==> src/rtl/serializer_arbiter.sv <==
// Round-robin arbiter that shares one serializer (start/busy/data handshake) among
// NUM_REQ byte producers, reporting per-requester grant and done pulses.
module serializer_arbiter #(
    parameter  int NUM_REQ    = 4,
    parameter  int DATA_WIDTH = 8,
    parameter  int START_WAIT = 4,
    localparam int OWNER_W    = $clog2(NUM_REQ)
) (
    input  logic                          i_clock,
    input  logic                          i_reset,
    input  logic [NUM_REQ-1:0]            i_req,
    input  logic [NUM_REQ*DATA_WIDTH-1:0] i_req_data,
    output logic [NUM_REQ-1:0]            o_grant,
    output logic [NUM_REQ-1:0]            o_done,
    output logic                          o_error,
    output logic                          o_ser_start,
    output logic [DATA_WIDTH-1:0]         o_ser_data,
    input  logic                          i_ser_busy,
    output logic                          o_active,
    output logic [OWNER_W-1:0]            o_owner
);

    localparam int CNT_W = $clog2(START_WAIT + 1);

    typedef enum logic [1:0] {
        S_IDLE  = 2'd0,
        S_START = 2'd1,
        S_WAITB = 2'd2,
        S_SHIFT = 2'd3
    } state_t;

    state_t                  r_state;
    state_t                  w_next_state;
    logic [OWNER_W-1:0]      r_rr;
    logic [OWNER_W-1:0]      r_owner;
    logic [DATA_WIDTH-1:0]   r_ser_data;
    logic [CNT_W-1:0]        r_wait_cnt;
    logic [OWNER_W:0]        w_pick;
    logic                    w_pick_valid;
    logic [OWNER_W-1:0]      w_pick_idx;
    logic                    w_wait_expired;

    // Returns {valid, index} of the first set request at or above ptr, wrapping.
    // Scanning from the far end lets the lowest offset overwrite the result last.
    function automatic logic [OWNER_W:0] rr_pick(input logic [NUM_REQ-1:0] req,
                                                 input logic [OWNER_W-1:0] ptr);
        logic [OWNER_W:0]   result;
        logic [OWNER_W-1:0] idx;
        int                 j;
        result = '0;
        for (int i = NUM_REQ - 1; i >= 0; i--) begin
            j = int'(ptr) + i;
            if (j >= NUM_REQ) begin
                j = j - NUM_REQ;
            end
            idx = OWNER_W'(j);
            if (req[idx]) begin
                result = {1'b1, idx};
            end
        end
        return result;
    endfunction

    assign w_pick         = rr_pick(i_req, r_rr);
    assign w_pick_valid   = w_pick[OWNER_W];
    assign w_pick_idx     = w_pick[OWNER_W-1:0];
    assign w_wait_expired = (r_wait_cnt == CNT_W'(START_WAIT));

    always_ff @(posedge i_clock or posedge i_reset) begin
        if (i_reset) begin
            r_state <= S_IDLE;
        end else begin
            r_state <= w_next_state;
        end
    end

    // Owner and byte are captured on the selection edge only, so later changes
    // to the requester's data never reach the serializer mid-transfer.
    always_ff @(posedge i_clock or posedge i_reset) begin
        if (i_reset) begin
            r_owner    <= '0;
            r_ser_data <= '0;
        end else if (r_state == S_IDLE && w_pick_valid) begin
            r_owner    <= w_pick_idx;
            r_ser_data <= i_req_data[w_pick_idx*DATA_WIDTH +: DATA_WIDTH];
        end
    end

    always_ff @(posedge i_clock or posedge i_reset) begin
        if (i_reset) begin
            r_rr <= '0;
        end else if (r_state == S_START) begin
            r_rr <= (r_owner == OWNER_W'(NUM_REQ - 1)) ? '0 : r_owner + 1'b1;
        end
    end

    always_ff @(posedge i_clock or posedge i_reset) begin
        if (i_reset) begin
            r_wait_cnt <= '0;
        end else if (r_state == S_START) begin
            r_wait_cnt <= '0;
        end else if (r_state == S_WAITB && !i_ser_busy && !w_wait_expired) begin
            r_wait_cnt <= r_wait_cnt + 1'b1;
        end
    end

    always_comb begin
        w_next_state = r_state;
        case (r_state)
            S_IDLE: begin
                if (w_pick_valid) begin
                    w_next_state = S_START;
                end
            end
            S_START: begin
                w_next_state = S_WAITB;
            end
            S_WAITB: begin
                if (i_ser_busy) begin
                    w_next_state = S_SHIFT;
                end else if (w_wait_expired) begin
                    w_next_state = S_IDLE;
                end
            end
            S_SHIFT: begin
                if (!i_ser_busy) begin
                    w_next_state = S_IDLE;
                end
            end
            default: begin
                w_next_state = S_IDLE;
            end
        endcase
    end

    always_comb begin
        o_grant     = '0;
        o_done      = '0;
        o_error     = 1'b0;
        o_ser_start = 1'b0;
        o_active    = (r_state != S_IDLE);
        case (r_state)
            S_START: begin
                o_ser_start      = 1'b1;
                o_grant[r_owner] = 1'b1;
            end
            S_WAITB: begin
                o_error = !i_ser_busy && w_wait_expired;
            end
            S_SHIFT: begin
                o_done[r_owner] = !i_ser_busy;
            end
            default: begin
            end
        endcase
    end

    assign o_ser_data = r_ser_data;
    assign o_owner    = r_owner;

`ifndef SYNTHESIS
    a_pulse_excl: assert property (@(posedge i_clock) disable iff (i_reset)
        $onehot0({|o_grant, |o_done, o_error}));
    a_grant_onehot: assert property (@(posedge i_clock) disable iff (i_reset)
        $onehot0(o_grant));
    a_done_onehot: assert property (@(posedge i_clock) disable iff (i_reset)
        $onehot0(o_done));
    a_owner_hold: assert property (@(posedge i_clock) disable iff (i_reset)
        (r_state == S_IDLE && !w_pick_valid) |=> $stable(o_owner));
`endif

endmodule

==> config.mk <==
export PLATFORM = sky130hd
export DESIGN_NAME = serializer_arbiter
export DESIGN_NICKNAME = d
export VERILOG_FILES = /design/src/rtl/serializer_arbiter.sv
export SDC_FILE = /design/constraint.sdc
export NUM_CORES = 1
export LEC_CHECK = 0
export ABC_AREA = 1
export CORE_MARGIN = 2
export CORE_UTILIZATION = 30
export CTS_CLUSTER_DIAMETER = 150
export DETAILED_ROUTE_END_ITERATION = 16
export GPL_ROUTABILITY_DRIVEN = 0
export PLACE_DENSITY = 0.57
export SKIP_CTS_REPAIR_TIMING = 1
export SLEW_MARGIN = 20
export SYNTH_ARGS = -nofsm -noshare
export SYNTH_HDL_FRONTEND = slang
export SYNTH_SLANG_ARGS = --single-unit
==> constraint.sdc <==
create_clock -name i_clock -period 3.95 [get_ports i_clock]
set_input_delay 0.79 -clock i_clock [delete_from_list [all_inputs] [get_ports i_clock]]
set_output_delay 0.79 -clock i_clock [all_outputs]
set_load 0.01 [all_outputs]
; Word-level counts from Yosys, hierarchy flattened
; Index checks and enable logic that the tools add are counted.
[word_totals]
ff_bits = 17
latchBits = 0
ram_bits = 0
mem_bits_ro = 0
in_bits = 39
n_memories = 0
[classes]
add_sub_neg = 9
multipliers = 0
n_div = 0
order_cmp = 10
n_eq_ne = 8
shifts = 1
muxes = 30
n_bitwise = 1
reduce_logical = 11
[op_table]
columns = op, n
row1 = indexed part select 32 x 6 -> 8 bit, 1
row2 = two-way mux 2 bit, 9
row3 = two-way mux 3 bit, 6
row4 = less-than comparator 2 x 3 -> 1 bit (second input constant), 5
row5 = greater-or-equal comparator 3 bit (second input constant), 3
row6 = binary-select mux 1 bit (select 2 bit), 4
row7 = two-way mux 4 bit, 2
row8 = case mux 2 bit (4 select lines), 1
row9 = subtractor 2 x 1 -> 2 bit (second input constant), 4
row10 = two-way mux 1 bit, 7
row11 = adder 2 x 2 -> 3 bit (second input constant), 2
row12 = == test 2 bit (second input constant), 3
row13 = logical AND 1 bit, 5
row14 = AND 4 bit, 1
row15 = != test 2 bit (second input constant), 2
row16 = nonzero test 2 bit, 2
row17 = adder 2 x 1 -> 3 bit (second input constant), 1
row18 = adder 3 x 1 -> 3 bit (second input constant), 1
row19 = == test 3 bit (second input constant), 1
row20 = greater-or-equal comparator 2 x 3 -> 1 bit (second input constant), 1
row21 = != test 3 bit (second input constant), 1
row22 = AND reduction 3 bit, 1
row23 = adder 2 x 1 -> 2 bit (second input constant), 1
row24 = demux 1 bit (select 2 bit), 1
row25 = 4 further kinds, 5

; Logic depth before layout (Yosys ltp)
[depth]
word_depth = 11
depth_mapped = 14
mapped_depth_nobuf = 13

; Worst setup path after synthesis
; Ideal clock, no wire load.
[synth_timing]
kind = input to output
start = in i_ser_busy
end = out o_error
arrival_ns = 1.276
required_time_ns = 3.160
setup_slack_ns = 1.884
path_stages = 3
n_path_buf = 0
cell_sequence = nor2_1 -> inv_1 -> nor3_1
[synth_between]
elab_chain_cells = 3
[synth_lines]
columns = element, line
row1 = from (decl), 18  ; input logic i_ser_busy,
row2 = zero test 1 bit, 148  ; o_error = !i_ser_busy && w_wait_expired;
row3 = logical AND 1 bit, 148
row4 = two-way mux 1 bit, 142  ; case (r_state)
row5 = to (decl), 15  ; output logic o_error,
; Every way passes these cells.

; Worst setup path after layout
; Ends and elaborated chain as after synthesis.

==> reports/metrics.cfg <==
[clock_tree]
clk_pin_slew_ns=0.06
cts_tree=yes
htreeDepth=1
cts_made_buffers=3
cts_sinks=17
cts_root_buf=clkbuf_8
clock_path_buffers=2
clock_latency_ns=0.24

[pwr]
p_switching_mw=0.6651
total_power_mw=1.394
intPower_mw=0.7286
max-vdd-ir-drop_mv=0.3149
p_leak_nw=1.046
p_comb_frac=0.672
clkPwrFrac=0.091
switching_share=0.4772
seqPwrFrac=0.237
power.density_nw_per_um2=677.9

[synthesis]
synth_cell_types=24
synth_area_leaders=dfrtp_1, nand2_1, nand3_1
synth-main-ff-cell=dfrtp_1
synth.top_cell.area_share=0.3063
synthesis.nets=262
synth.most_common_cell=nand2_1
yosys_warnings=0
synth_edf_count=0
yosysTopAreaCell=dfrtp_1
ys_seq_elements=17
syn-instance-count=217
yosysSeqAreaShare=0.3063
synthArstFlopShare=1.000
synth_common_cells=nand2_1, inv_1, nand3_1, dfrtp_1, nor2_1
syn_area_um2=1389
syn_avg_cell_area_um2=6.400

[placement]
numPortBuffers=59
place_ws_ns=1.006
dp_cells=324
hpwl_um=2575

[routing]
route.detailed.drc=0
vias_per_cell=4.433
wire_per_inst_um=9.506
ant_nets=0
wirelength_um=3118
initialDrtViolationCount=52
routed-via-count=1454
first_pass_iters=4

[worst_setup_path]
crit_top_cell=clkdlybuf4s50_1
cp-startpoint=i_ser_busy
slowest_stage=clkdlybuf4s50_1
ff2ff_path_depth=9
required_ns=3.16
crit_path_max_fanout=3
worst_setup_path_end_kind=primary output
reg2reg_from=r_rr[0]$_DFFE_PP0P_
worst_r2r_endpoint=o_ser_data[5]$_DFFE_PP0P_
startpoint_type=primary input
cp.arrival_ns=2.16
rrSetupSlack_ns=1.71
endpoint=o_error
slowest_delay_ns=0.55
worstSetupPathType=in2out
crit_chain=clkdlybuf4s50_1 -> nor2_1 -> inv_1 -> nor3_1 -> clkdlybuf4s50_1

[grt]
grt_pass1_vias=1352
grt_max_degree=28
use_met2=0.2150
antenna_found_initial=0
grt.busiest_layer=met2
grt_use_met1=0.1866
grt_pass1_wl_um=5616
use_met3=0.01528
overflow=0
grtUsageTotal=0.1307

[die]
chipWidth_um=72.04
die_area_um2=5190
rows=24
pin_count=60
die_h_um=72.04
start_util=0.3146
core_um2=4414

[final_layout]
drive_gt1_frac=0.06884
antenna_cells=0
final_cells=328
multi_input_area_um2=744.5
num-fill-cells=453
nets=322
syn2layout_area_growth_pct=48.02
seq_area_um2=425.4

[sta]
relSlewSlack=0.5720
rsz0062_at_grt=no
post-route-period-util=0.7471
tns_ns=0
setup_violations=0
worst_pin_slew_ns=0.6413
finalWorstSetupSlack_ns=0.9990
hold_ws_ns=0.4837
min_period_ns=2.951
fmax_mhz=338.9
hold_violations=0
skew_ns=0.001463
maxSlewViolCount=0

[worst_hold_path]
worstHoldPathType=reg2reg
hold_path_startpoint=o_ser_data[7]$_DFFE_PP0P_

[run_status]
run_status=completed

[flow_run]
max_cap_viol_count=0

state kept, by name (all words and copies together), names as in the netlist:
name and cells:
o_owner 2, o_ser_data 8, r_rr 2, r_state 2
r_wait_cnt 3
placed cells by master (no fill, tap or decap), types with 4 or more instances in the layout:
cell             count
clkdlybuf4s50_1     59
dfrtp_1             17
ha_1                 6
inv_1               45
inv_2                4
nand2_1             59
nand3_1             34
nor2_1              13
o21ai_0              5
or2_1                7
critical path, delay by kind of cell:
| kind | cells | cell delay, ns |
|---|---|---|
| simple gates | 2 | 0.32 |
| buf+inv | 3 | 1.05 |
cell type report:
| class | instances | area share |
|---|---|---|
| Clock buffer | 3 | 0.02009 |
| Clock inverter | 1 | 0.002435 |
| Inverter | 49 | 0.08947 |
| Multi-Input combinational cell | 147 | 0.3621 |
| Sequential cell | 17 | 0.2069 |
| Tap cell | 52 | 0.03165 |
| Timing Repair Buffer | 59 | 0.2873 |
power by group through the flow:
| stage | registers, mW | logic, mW | clock network (mW) |
|---|---|---|---|
| finish | 0.330 | 0.936 | 0.127 |
| CTS | 0.331 | 0.962 | 0.132 |
| global route | 0.344 | 1.08 | 0.138 |
| floorplan | 0.335 | 0.679 | 0 |
| global placement | 0.333 | 0.955 | 0 |
| detailed placement | 0.332 | 0.959 | 0 |
routing by layer:
layer | vias to the layer above | share of wire | wire [µm]
met1 | 635 | 0.51 | 1593
met3 | 2 | 0.048 | 150
met4 | 0 | 0.0051 | 16
li1 | 779 | - | -
met5 | - | 0 | 0
met2 | 38 | 0.44 | 1357
logic make-up (layout without fill, tap and decap cells):
kind of cell | Yosys count | in the layout | synth area share
AO/OA/AOI/OAI | 13 | 13 | 0.04955
XOR/XNOR | 2 | 2 | 0.01261
adder cells (fa/ha/maj) | 6 | 6 | 0.05405
buffers and inverters | 53 | 112 | 0.1577
flip-flops | 17 | 17 | 0.3063
AND/OR/NAND/NOR | 126 | 126 | 0.4198
metrics by stage:
step / area, µm² / utilization
after floorplan: 1389 / -
after global placement: 2009 / 0.4552
after detailed placement: 2009 / 0.4552
after CTS: 2056 / 0.4657
after global routing: 2056 / 0.4657
final: 2056 / 0.4657
worst min-delay path by stage:
stage                                end  slack (ns)  depth (start not counted)
2_1_floorplan  r_wait_cnt[0]$_DFFE_PP0P_        0.49                          1
3_3_place_gp   o_ser_data[7]$_DFFE_PP0P_        0.46                          2
3_5_place_dp   o_ser_data[6]$_DFFE_PP0P_        0.47                          2
4_1_cts        o_ser_data[7]$_DFFE_PP0P_        0.49                          2
5_1_grt        o_ser_data[7]$_DFFE_PP0P_        0.52                          2
6_report       o_ser_data[7]$_DFFE_PP0P_        0.48                          2
Note: power is estimated with default switching activity, not from simulation.
==> RTL change 1: new RTL, config.mk and constraints unchanged <==
Reset style: synchronous (`i_reset`), changed in 4 clocked blocks.
--- a/src/rtl/serializer_arbiter.sv
+++ b/src/rtl/serializer_arbiter.sv
@@ -67,5 +67,5 @@
     assign w_wait_expired = (r_wait_cnt == CNT_W'(START_WAIT));
 
-    always_ff @(posedge i_clock or posedge i_reset) begin
+    always_ff @(posedge i_clock) begin
         if (i_reset) begin
             r_state <= S_IDLE;
@@ -77,5 +77,5 @@
     // Owner and byte are captured on the selection edge only, so later changes
     // to the requester's data never reach the serializer mid-transfer.
-    always_ff @(posedge i_clock or posedge i_reset) begin
+    always_ff @(posedge i_clock) begin
         if (i_reset) begin
             r_owner    <= '0;
@@ -87,5 +87,5 @@
     end
 
-    always_ff @(posedge i_clock or posedge i_reset) begin
+    always_ff @(posedge i_clock) begin
         if (i_reset) begin
             r_rr <= '0;
@@ -95,5 +95,5 @@
     end
 
-    always_ff @(posedge i_clock or posedge i_reset) begin
+    always_ff @(posedge i_clock) begin
         if (i_reset) begin
             r_wait_cnt <= '0;
Formal check against the unedited RTL: differs if i_reset is asserted again (counterexample within 4 cycles, from zero or initial values and one cycle with i_reset high); with i_reset held inactive, the same outputs for 10 cycles.
==> RTL change 1 against the unedited design <==
Setup slack worse by 0.054 ns. First-iteration DRC count rose by 7.7%. Register-to-register slack better by 0.18 ns. Final area shrank 2.1%. Area after synthesis fell by 1.1%. Worst hold slack improved by 0.0079 ns. Cell count fell by 6.1%. Sequential cell count unchanged. Wire length increased by 12%. Power shrank 18%. Critical path type unchanged. Critical endpoint is now o_done[0]. Largest cell class unchanged.
==> RTL change 1: results (changes against the unedited design) <==
status: "finished clean"
fillers: 465  # +2.6%
peakVddDrop_v: 0.000217  # -31%
holdCritStartpoint: "r_wait_cnt[0]$_SDFFE_PP0P_"
cp_max_fo: 4  # +1
drtIter0Drc: 56  # +7.7%
synth_top_area_share: 0.248  # -0.0586
synth-async-reset-ratio: 0  # -1.00
vias: 1460  # +0.41%
grt_pass1_vias: 1341  # -0.81%
post-place-cells: 304  # -6.2%
use_met3: 0.0534  # +0.0382
skew_ns: 0.00791  # +0.00644 ns
netlist_top_cells_count: "nand3_1, nand2_1, inv_1, nand2_2, dfxtp_1"
tightestPinTransition_ns: 0.500  # -0.142 ns
wl_um: 3490  # +12%
p_int_uw: 605  # -17%
grt_usage: 0.144  # +0.0138
grt_pass1_wl_um: 6000  # +6.8%
r2r_start: "r_rr[0]$_SDFFE_PP0P_"
cp.arrival_ns: 2.21  # +0.05 ns
grt_start_max_net_pins: 19  # -32%
synth.top_cells.by_area: "dfxtp_1, nand3_1, nand2_2"
dp_slack_ns: 0.951  # -0.0551 ns
grt_use_met1: 0.183  # -0.00326
p_leak_nw: 0.862  # -18%
synth.distinct_cells: 29  # +21%
avgSynthCellArea_sq_um: 6.90  # +7.9%
[RTL change 1: changes by cell type in the layout (fill, tap and decap cells not counted), moves of 8 or more]
cell,unedited run,this run
nand2_1,59,30
inv_1,45,22
dfrtp_1,17,0
dfxtp_1,0,17
nand2_2,3,19
a21oi_2,0,8
[RTL change 1: final cells by class]
type,instances,share of cell area
sequential,17,0.169
tap,52,0.0323
clock buffer,4,0.0224
inverter,27,0.0528
timing repair buffer,59,0.293
multi-input combinational,149,0.430
[RTL change 1: worst max-delay path, stage by stage]
cell and delay, ns:
clkdlybuf4s50_1 0.44, nor2_1 0.20, nand2_1 0.14, nor2_1 0.11, clkdlybuf4s50_1 0.54
[RTL change 1: final timing paths]
path | slack [ns] | to | depth (start not counted)
min | 0.49 | r_wait_cnt[0]$_SDFFE_PP0P_ | 2
max reg2reg | 1.89 | o_ser_data[7]$_SDFFE_PP0P_ | 10
max | 0.95 | o_done[0] | 5
min reg2reg | 0.49 | r_wait_cnt[0]$_SDFFE_PP0P_ | 2
[RTL change 1: logic make-up (layout without fill, tap and decap cells)]
logic type / count (synthesis) / after routing / synth area share
buffers and inverters: 33 / 90 / 0.122
and+or+nand+nor: 112 / 112 / 0.429
DFF: 17 / 17 / 0.248
adders and majority gates: 6 / 6 / 0.0546
AOI/OAI and AO/OA: 31 / 31 / 0.147
[RTL change 1: metrics by stage]
step	utilization	area, sq um
4_1_cts	0.459	2010
3_5_place_dp	0.449	1970
5_1_grt	0.459	2010
2_1_floorplan	-	1370
3_3_place_gp	0.449	1970
6_report	0.459	2010
[RTL change 1: power groups by stage]
| stage | Sequential (mW) | Clock [mW] | Combinational (mW) |
|---|---|---|---|
| finish | 0.276 | 0.129 | 0.741 |
| global route | 0.285 | 0.141 | 0.842 |
| global placement | 0.279 | 0 | 0.749 |
| floorplan | 0.286 | 0 | 0.534 |
| detailed placement | 0.280 | 0 | 0.750 |
| CTS | 0.277 | 0.132 | 0.753 |
[RTL change 1: routing by layer]
layer,up-vias,part of all wire
li1,774,-
met1,627,0.42
met2,57,0.46
met3,2,0.10
met4,0,0.0072
met5,-,0
==> RTL change 2: new RTL, same settings <==
Made on the original files. Set the parameter `START_WAIT` to 2 (it was 4).
--- a/src/rtl/serializer_arbiter.sv
+++ b/src/rtl/serializer_arbiter.sv
@@ -4,5 +4,5 @@
     parameter  int NUM_REQ    = 4,
     parameter  int DATA_WIDTH = 8,
-    parameter  int START_WAIT = 4,
+    parameter  int START_WAIT = 2,
     localparam int OWNER_W    = $clog2(NUM_REQ)
 ) (
Function: changed (Yosys sat finds a counterexample within 10 cycles, from zero or initial values and one cycle with i_reset high).
==> RTL change 2 against the unedited design <==
Global-route usage rose by 0.73 points. Final area fell by 3.2%. Cell count fell by 4.6%. Wire length rose by 1.2%. Combinational power rose by 9%. Non-clock buffer count did not move. Power rose by 5.3%. Sequential cell count fell by 1. Area after synthesis fell by 4.3%. Setup slack improved by 0.036 ns. Utilization fell by 0.56 points. Critical path type unchanged.
==> RTL change 2: results (changes against the unedited design) <==
skew_ns: 0.00529  # +0.00382 ns
cts_buffers: 3  # unchanged
synth.top_cells.by_area: "dfrtp_1, nand3_1, nand2_1"
wl_um: 3160  # +1.2%
cp.arrival_ns: 2.13  # -0.03 ns
cp_max_fo: 4  # +1
rr_worst_depth: 10  # +1
p_leak_nw: 0.974  # -6.8%
synth_nets: 246  # -6.1%
peakVddDrop_v: 0.000272  # -14%
min_to: "r_wait_cnt[0]$_DFFE_PP0P_"
drive_above_1_share: 0.0728  # +0.00396
grt_start_max_net_pins: 20  # -29%
status: "finished clean"
grt_pass1_vias: 1303  # -3.6%
antennaDiodeCount: 0  # unchanged
final_cell_count_no_fill: 313  # -4.6%
htree_levels: 1  # unchanged
clk_path_buf_depth: 2  # unchanged
grt_util_met2: 0.231  # +0.0156
grt_usage: 0.138  # +0.00730
hpwl_um: 2580  # about the same
vias: 1370  # -5.8%
drtIter0Drc: 46  # -12%
slew_headroom: 0.581  # +0.00863
grt_use_met1: 0.183  # -0.00319
ff2ff_setup_slack_ns: 1.91  # +0.20 ns
r2r-end: "o_ser_data[7]$_DFFE_PP0P_"
synth.distinct_cells: 25  # +4.2%
netlist_top_cells_count: "nand2_1, nand3_1, inv_1, nor2_1, dfrtp_1"
use_met3: 0.0484  # +0.0332
whs_path_depth: 1  # -1
ant_nets: 0  # unchanged
clock-root-buffer: "clkbuf_8"
holdCritStartpoint: "r_wait_cnt[0]$_DFFE_PP0P_"
avgSynthCellArea_sq_um: 6.58  # +2.8%
yosysSeqAreaShare: 0.301  # -0.00499
grt_pass1_wl_um: 5690  # +1.4%
[RTL change 2: cell types whose count changed after synthesis, moves of 3 or more]
cell,before,now
inv_1,45,36
nand2_1,59,52
or2_1,7,1
nand3_1,34,39
nand2_2,3,7
nor2_1,13,17
o21ai_0,5,8
or2_0,0,3
or2_2,3,0
[RTL change 2: worst max path at each step]
| stage | endpoint |
|---|---|
| after floorplan | o_done[0] |
| after global placement | o_done[0] |
| after detailed placement | o_done[1] |
| after CTS | o_done[1] |
| after global routing | o_done[0] |
| final | o_done[0] |
[RTL change 2: final cells by class]
| class | count | area, sq um |
|---|---|---|
| multi-input cells | 144 | 743 |
| flip-flops and latches | 16 | 400 |
| well taps | 52 | 65.1 |
| clock buffers | 3 | 41.3 |
| fillers | 471 | 2330 |
| repair buffers | 59 | 591 |
| inverters | 39 | 149 |
[RTL change 2: cell families after synthesis]
| family | synth area share |
|---|---|
| XOR/XNOR | 0.00659 |
| AO/OA/AOI/OAI | 0.0471 |
| adder cells (fa/ha/maj) | 0.0471 |
| AND/OR/NAND/NOR | 0.459 |
| buffers and inverters | 0.139 |
| flip-flops | 0.301 |
[RTL change 2: through the flow]
stage	hold WS (ns)	util	worst slack (ns)	cell area (sq um)
after global routing	0.522	0.460	0.891	1990
after floorplan	0.457	-	2.00	1330
after CTS	0.492	0.460	1.01	1990
after global placement	0.466	0.451	1.04	1950
final	0.489	0.460	1.03	1990
after detailed placement	0.478	0.451	1.02	1950
[RTL change 2: where the power goes]
group	total (mW)	switching (mW)	leakage, nW	internal (mW)
Sequential	0.324	0.0776	0.195	0.246
Clock	0.118	0.0508	0.0216	0.0674
Combinational	1.02	0.606	0.758	0.419
[RTL change 2: metal layers]
metal,vias up,share of wire
li1,746,-
met1,574,0.47
met2,50,0.44
met3,0,0.088
met4,0,0
met5,-,0
